## src/rtl/cram_arb_pkg.sv

```systemverilog
// Shared types and default widths for the cart RAM port arbiter.
package cram_arb_pkg;
  typedef enum logic [1:0] {OWN_NONE = 2'd0, OWN_CPU = 2'd1, OWN_SS = 2'd2, OWN_BK = 2'd3} owner_t;

  localparam int AW_DEF         = 17;
  localparam int DW_DEF         = 8;
  localparam int STARVE_W_DEF   = 4;
  localparam int STARVE_MAX_DEF = 15;
endpackage

```

## src/rtl/cram_port_arbiter.sv

```systemverilog
// Single-port cart RAM arbiter: CPU never stalls, savestate beats backup,
// backup is promoted above savestate after STARVE_MAX refused cycles.
module cram_port_arbiter
  import cram_arb_pkg::*;
#(
  parameter int AW         = AW_DEF,
  parameter int DW         = DW_DEF,
  parameter int STARVE_W   = STARVE_W_DEF,
  parameter int STARVE_MAX = STARVE_MAX_DEF
) (
  input  logic          clk_sys,
  input  logic          reset_n,
  input  logic          ss_lock,
  input  logic          cpu_rd,
  input  logic          cpu_wr,
  input  logic          cpu_ram_en,
  input  logic [AW-1:0] cpu_addr,
  input  logic [DW-1:0] cpu_di,
  output logic [DW-1:0] cpu_do,
  output logic          cpu_dv,
  input  logic          ss_req,
  input  logic          ss_we,
  input  logic [AW-1:0] ss_addr,
  input  logic [DW-1:0] ss_di,
  output logic          ss_gnt,
  output logic [DW-1:0] ss_do,
  output logic          ss_dv,
  input  logic          bk_req,
  input  logic          bk_we,
  input  logic [AW-1:0] bk_addr,
  input  logic [DW-1:0] bk_di,
  output logic          bk_gnt,
  output logic [DW-1:0] bk_do,
  output logic          bk_dv,
  output logic [AW-1:0] ram_addr,
  output logic          ram_we,
  output logic [DW-1:0] ram_di,
  input  logic [DW-1:0] ram_q
);

  owner_t                win;
  owner_t                tag_pipe [2];
  logic [STARVE_W-1:0]   wait_cnt;
  logic [AW-1:0]         win_addr;
  logic [DW-1:0]         win_di;
  logic                  win_we;
  logic                  cpu_take;
  logic                  bk_urgent;

  // rd+wr counts as a write; a write with RAM disabled frees the slot
  assign cpu_take  = ~ss_lock & (cpu_wr ? cpu_ram_en : cpu_rd);
  assign bk_urgent = bk_req & ~ss_lock & (wait_cnt == STARVE_W'(STARVE_MAX));

  always_comb begin
    win = OWN_NONE;
    if (cpu_take)       win = OWN_CPU;
    else if (bk_urgent) win = OWN_BK;
    else if (ss_req)    win = OWN_SS;
    else if (bk_req)    win = OWN_BK;
  end

  always_comb begin
    win_addr = '0;
    win_di   = '0;
    win_we   = 1'b0;
    case (win)
      OWN_CPU: begin win_addr = cpu_addr; win_di = cpu_di; win_we = cpu_wr; end
      OWN_SS:  begin win_addr = ss_addr;  win_di = ss_di;  win_we = ss_we;  end
      OWN_BK:  begin win_addr = bk_addr;  win_di = bk_di;  win_we = bk_we;  end
      default: ;
    endcase
  end

  assign ss_gnt = (win == OWN_SS);
  assign bk_gnt = (win == OWN_BK);

  always_ff @(posedge clk_sys or negedge reset_n) begin
    if (!reset_n) begin
      ram_addr    <= '0;
      ram_di      <= '0;
      ram_we      <= 1'b0;
      tag_pipe[0] <= OWN_NONE;
      tag_pipe[1] <= OWN_NONE;
      wait_cnt    <= '0;
    end else begin
      ram_we <= (win != OWN_NONE) & win_we;
      if (win != OWN_NONE) begin
        ram_addr <= win_addr;
        ram_di   <= win_di;
      end
      tag_pipe[0] <= (win != OWN_NONE && !win_we) ? win : OWN_NONE;
      tag_pipe[1] <= tag_pipe[0];
      if (!bk_req || bk_gnt)                          wait_cnt <= '0;
      else if (wait_cnt != STARVE_W'(STARVE_MAX))     wait_cnt <= wait_cnt + STARVE_W'(1);
    end
  end

  // ram_q lands two cycles after accept; route it by the aged owner tag
  assign cpu_dv = (tag_pipe[1] == OWN_CPU);
  assign ss_dv  = (tag_pipe[1] == OWN_SS);
  assign bk_dv  = (tag_pipe[1] == OWN_BK);
  assign cpu_do = cpu_dv ? ram_q : '0;
  assign ss_do  = ss_dv  ? ram_q : '0;
  assign bk_do  = bk_dv  ? ram_q : '0;

endmodule

```

## config.mk

```make
export PLATFORM = sky130hd
export DESIGN_NAME = cram_port_arbiter
export DESIGN_NICKNAME = d
export VERILOG_FILES = /design/src/rtl/cram_arb_pkg.sv /design/src/rtl/cram_port_arbiter.sv
export SDC_FILE = /design/constraint.sdc
export NUM_CORES = 1
export LEC_CHECK = 0
export CORE_ASPECT_RATIO = 1.75
export CORE_UTILIZATION = 35
export CTS_BUF_LIST = sky130_fd_sc_hd__clkbuf_8
export CTS_CLUSTER_DIAMETER = 100
export DETAILED_ROUTE_END_ITERATION = 8
export PLACE_DENSITY = 0.8
export SLEW_MARGIN = 20
export SYNTH_ARGS = -nofsm -noshare
export SYNTH_HDL_FRONTEND = slang
export SYNTH_SLANG_ARGS = --single-unit
```

## constraint.sdc

```tcl
create_clock -name clk_sys -period 2.25 [get_ports clk_sys]
set_clock_uncertainty 0.15 [all_clocks]
set_input_delay 0.45 -clock clk_sys [delete_from_list [all_inputs] [get_ports clk_sys]]
set_output_delay 0.45 -clock clk_sys [all_outputs]
set_load 0.005 [all_outputs]
```

# == Word level (Yosys, flattened, before mapping) ==
# Cells that the tools add are included.
# Widths: inputs -> output; s select.
# word_totals
reg_bits,34
output_inout_bits,55
elab_cells,40
# op_classes
add_sub_neg,1
n_eq_ne,8
n_mux,14
bitwise_logic,5
n_reduce_logical,6
# ops
operator,n
$pmux 17 s3,1
$mux 8,3
$pmux 8 s3,1
$mux 2,5
$eq 2x2->1 const B,4
$mux 4,2
$add 4x1->4 const B,1
$and 1x1->1,4
$eq 2x1->1 const B,2
$eq 4x4->1 const B,1
$ne 4x4->1 const B,1
$reduce_bool 2->1,2
$pmux 1 s3,1
$logic_not 1->1,2
$logic_and 1x1->1,1
$logic_or 1x1->1,1
$mux 1,1
$not 1->1,1

# == Logic depth before layout (Yosys ltp) ==
# logic_depth
word_depth,10
mapped_depth,7
mapped_depth_nobuf,5

# == Least setup slack after synthesis ==
# Ideal clock, no wire load.
# synth_timing
kind,reg2out
startpoint,reg wait_cnt[0]
endpoint,out ss_gnt
t_arrival_ns,1.457
required_ns,1.650
path_slack_ns,0.193
path_stages_with_launch,7
cell_sequence,dfrtp_1 > ha_1 > and4b_4 > o21ai_2 > buf_6 > buf_12 > and3_1
# synth_via
elab_chain_len,5
# synth_rtl
item,line_no,source
from (decl),cram_port_arbiter.sv:43,logic [STARVE_W-1:0] wait_cnt;
from (signal assigned),cram_port_arbiter.sv:94,else if (wait_cnt != STARVE_W'(STARVE_MAX)) wait_cnt <= wait_cnt + STARVE_W'(1);
$eq 4x4->1,cram_port_arbiter.sv:52,assign bk_urgent = bk_req & ~ss_lock & (wait_cnt == STARVE_W'(STARVE_MAX));
$and 1x1->1,cram_port_arbiter.sv:52,
$mux 2,cram_port_arbiter.sv:57,else if (bk_urgent) win = OWN_BK;
$mux 2,cram_port_arbiter.sv:56,if (cpu_take) win = OWN_CPU;
$eq 2x2->1,cram_port_arbiter.sv:74,assign ss_gnt = (win == OWN_SS);
to (decl),cram_port_arbiter.sv:25,"output logic ss_gnt,"
# No other way between the ends.

# == Worst setup path after layout ==
# layout_timing
startpoint,in ss_req
endpoint,out ss_gnt
# layout_via
elab_chain_len,4
# layout_rtl
item,line_no,source
from (decl),cram_port_arbiter.sv:21,"input logic ss_req,"
$mux 2,cram_port_arbiter.sv:58,else if (ss_req) win = OWN_SS;
$mux 2,cram_port_arbiter.sv:57,
$mux 2,cram_port_arbiter.sv:56,
$eq 2x2->1,cram_port_arbiter.sv:74,
# No other way between the ends.

==> impl_metrics.csv <==
group,metric,value,unit
run_status,status,"completed",
clock_network,cts_sinks,34,
yosys,synth_area_leaders,"dfrtp_1 (42%), mux2i_1 (13%), a211oi_1 (8.6%), nor3_1 (6.5%), nor2_1 (6.2%)",
grt,antenna_found_initial,0,
placement,dpl.hpwl,5124,um
timing,maxSlewHeadroom,47.25,%
setup_path,endpoint_kind,"output pin",
floorplanning,fp-row-count,36,
cells_and_area,fillers,464,
yosys,ys_ff_latch,34,
drt,totalWireLength,6584,um
cells_and_area,insertedDiodeCount,0,
pwr,swShare,24.69,%
cells_and_area,areaGrowthSynthToFinish,90.49,%
setup_path,timing.rr.start,"wait_cnt[1]$_DFFE_PN0P_",
setup_path,worstRegToRegCells,8,
yosys,synth_fp_nets,308,
clock_network,path_clk_slew,0.07,ns
timing,whs,0.09519,ns
pwr,power_density,499.2,nW/um^2
yosys,synth_ff_type,"dfrtp_1",
pwr,seq_power_share,37.6,%
yosys,syn_avg_cell_area,9.407,um^2
floorplanning,start_util,36.34,%
clock_network,numCtsBuffers,5,
floorplanning,die_x,59.33,um
drt,drt_iter0_markers,67,
min_path,hold_path.class,"input pin to asynchronous set/reset pin",
placement,gp_congestion,0.7660,
placement,place.port_buffers,147,
clock_network,clkLatencyLatePin,0.28,ns
grt,grt_max_degree,35,
drt,vias_per_cell,4.974,
drt,first_pass_iters,4,
grt,grt_pass1_wl,9804,um
drt,vias,2258,
timing,fin_crit,2.224,ns
setup_path,critPathRequiredTime,1.65,ns
cells_and_area,drive_gt1_share,12.96,%
timing,finalSetupTns,0,ns
yosys,synthDistinctLibCells,31,
floorplanning,num_io_pins,148,
timing,rsz0062_at_grt,"yes",
timing,drv_slew,0,
pwr,combinationalPowerShare,32.7,%
clock_network,htreeDepth,2,
grt,grt_overflow,0,
yosys,synth_common_cells,"dfrtp_1 (34), nor2_1 (33), mux2i_1 (26), nor3_1 (26), a211oi_1 (23)",
setup_path,setup.worst_path.class,"input pin to output pin",
setup_path,crit_arrival,1.62,ns
pwr,ir_drop,0.3688,mV
timing,worst_slew_pin_slew,0.7912,ns
drt,drc,0,
floorplanning,die_y,102.3,um
floorplanning,coreArea,5540,um^2
yosys,synth_most_common_cell,"dfrtp_1",
pwr,p_int,1.442,mW
grt,grtUsageTotal,21.24,%
setup_path,crit_fanout,3,
yosys,synth_cells,214,
setup_path,critPathMaxStageDelay,0.51,ns
yosys,ys_seq_area_share,42.26,%
setup_path,r2r_slack,0.10,ns
timing,timing.final.crit_share,98.85,%
clock_network,cts_tree,"yes",
grt,grt_pass1_vias,2224,
yosys,async_reset_ff_share,100.0,%
yosys,synth-edff-count,0,
cells_and_area,final_util,69.22,%
cells_and_area,final_nets,472,
clock_network,clockBufferDepth,2,
clock_network,cts-root-buf,"clkbuf_8",
drt,ant_nets,0,
setup_path,reg2reg_to,"ram_di[1]$_DFFE_PN0P_",
yosys,yosysTopAreaCell,"dfrtp_1",
pwr,p_sw,0.4726,mW
yosys,syn_area,2013,um^2
yosys,synth_top_area_share,42.26,%
setup_path,crit_path_top_delay_cell,"clkdlybuf4s50_1",
timing,setup_viol,0,
floorplanning,dieArea,6071,um^2
pwr,p_clk_share,29.7,%
pwr,leakagePower,1.746,nW
setup_path,path_cells,"clkdlybuf4s50_1 -> inv_1 -> o21ai_4 -> and3_4 -> clkdlybuf4s15_2",
yosys,ys_warn_count,0,
timing,fmax,0.4496,GHz
flow_run,cap_violations,0,
timing,final_hold_viol_count,0,
drt,wl_per_cell,14.50,um
setup_path,start_kind,"input pin",
## cells by family after synthesis
logic type      after synthesis  synth area share (%)
fa+ha+maj                     1                0.6214
flops                        34                 42.26
xor+xnor                      1                0.4351
mux                          26                 12.93
simple gates                 96                 23.99
compound gates               36                 13.98
buf+inv                      20                 5.780
## power by group through the flow
| stage | clock [mW] | combinational (mW) | sequential (mW) |
|---|---|---|---|
| 5_1_grt | 0.617 | 0.672 | 0.728 |
| 2_1_floorplan | 0 | 0.192 | 0.733 |
| 4_1_cts | 0.587 | 0.627 | 0.719 |
| 3_5_place_dp | 0 | 0.614 | 0.732 |
| 3_3_place_gp | 0 | 0.601 | 0.728 |
| 6_report | 0.568 | 0.627 | 0.719 |
## flip-flops by register name (all words and copies together) (netlist names)
register  cells
tag_pipe      4
wait_cnt      4
ram_we        1
ram_di        8
ram_addr     17
## per-stage QoR
stage | cells | total power [mW] | setup WS (ns) | area, um^2
3_5_place_dp | 438 | 1.346 | -0.4153 | 3636
3_3_place_gp | 438 | 1.329 | -0.4039 | 3636
5_1_grt | 454 | 2.017 | -0.04069 | 3835
4_1_cts | 450 | 1.933 | -0.007514 | 3796
2_1_floorplan | 214 | 0.9255 | 0.1933 | 2013
6_report | 454 | 1.914 | 0.02578 | 3835
## final cells by class
cell class                      instances  area (um^2)  area share (%)
Timing Repair Buffer                  176         1699           44.31
Tap cell                               76        95.09           2.480
Sequential cell                        34        852.1           22.22
Multi-Input combinational cell        160         1072           27.96
Inverter                                1        3.754         0.09788
Clock inverter                          1        30.03          0.7830
Clock buffer                            6        82.58           2.153
## worst max-delay path by stage
stage	from	cells after the start	to	slack, ns
after floorplan	wait_cnt[0]$_DFFE_PN0P_	6	ss_gnt	0.19
after global placement	ss_lock	5	ss_gnt	-0.40
after detailed placement	ss_lock	5	ss_gnt	-0.42
after CTS	wait_cnt[0]$_DFFE_PN0P_	5	ss_gnt	-0.008
after global routing	tag_pipe[1]$_DFF_PN0_	4	ss_do[6]	-0.04
final	ss_req	5	ss_gnt	0.03
## cell usage in the layout (no fill, tap or decap), drive strengths merged, types with 2 or more instances in the layout
master,count
clkdlybuf4s50,139
dfrtp,34
nor2,33
buf,31
mux2i,26
nor3,26
a211oi,26
and2,18
and3,9
clkbuf,6
dlymetal6s2s,4
nand2,3
o21a,2
nand3,2
o21ai,2
nor2b,2
## repair_timing
action	in CTS	in global routing
hold buffers	0	0
pin swaps	1	3
buffers inserted	5	3
gates cloned	0	1
endpoints found under the setup margin	18	14
endpoints found under the hold margin	0	0
gates resized for setup	10	8
## routing by layer
layer	global-route usage [%]	share of wire [%]	vias up	routed length (um)
met5	0	0	-	0
met4	9.707	2.2	0	144
met3	4.177	5.5	13	363
met2	41.31	57	91	3733
met1	20.37	36	1062	2342
li1	-	-	1092	-
## critical path: cells and delay by family
family          cells  cell delay [ns]
buf+inv             3             0.82
compound gates      1             0.17
simple gates        1             0.19
(Power assumes the default switching activity.)
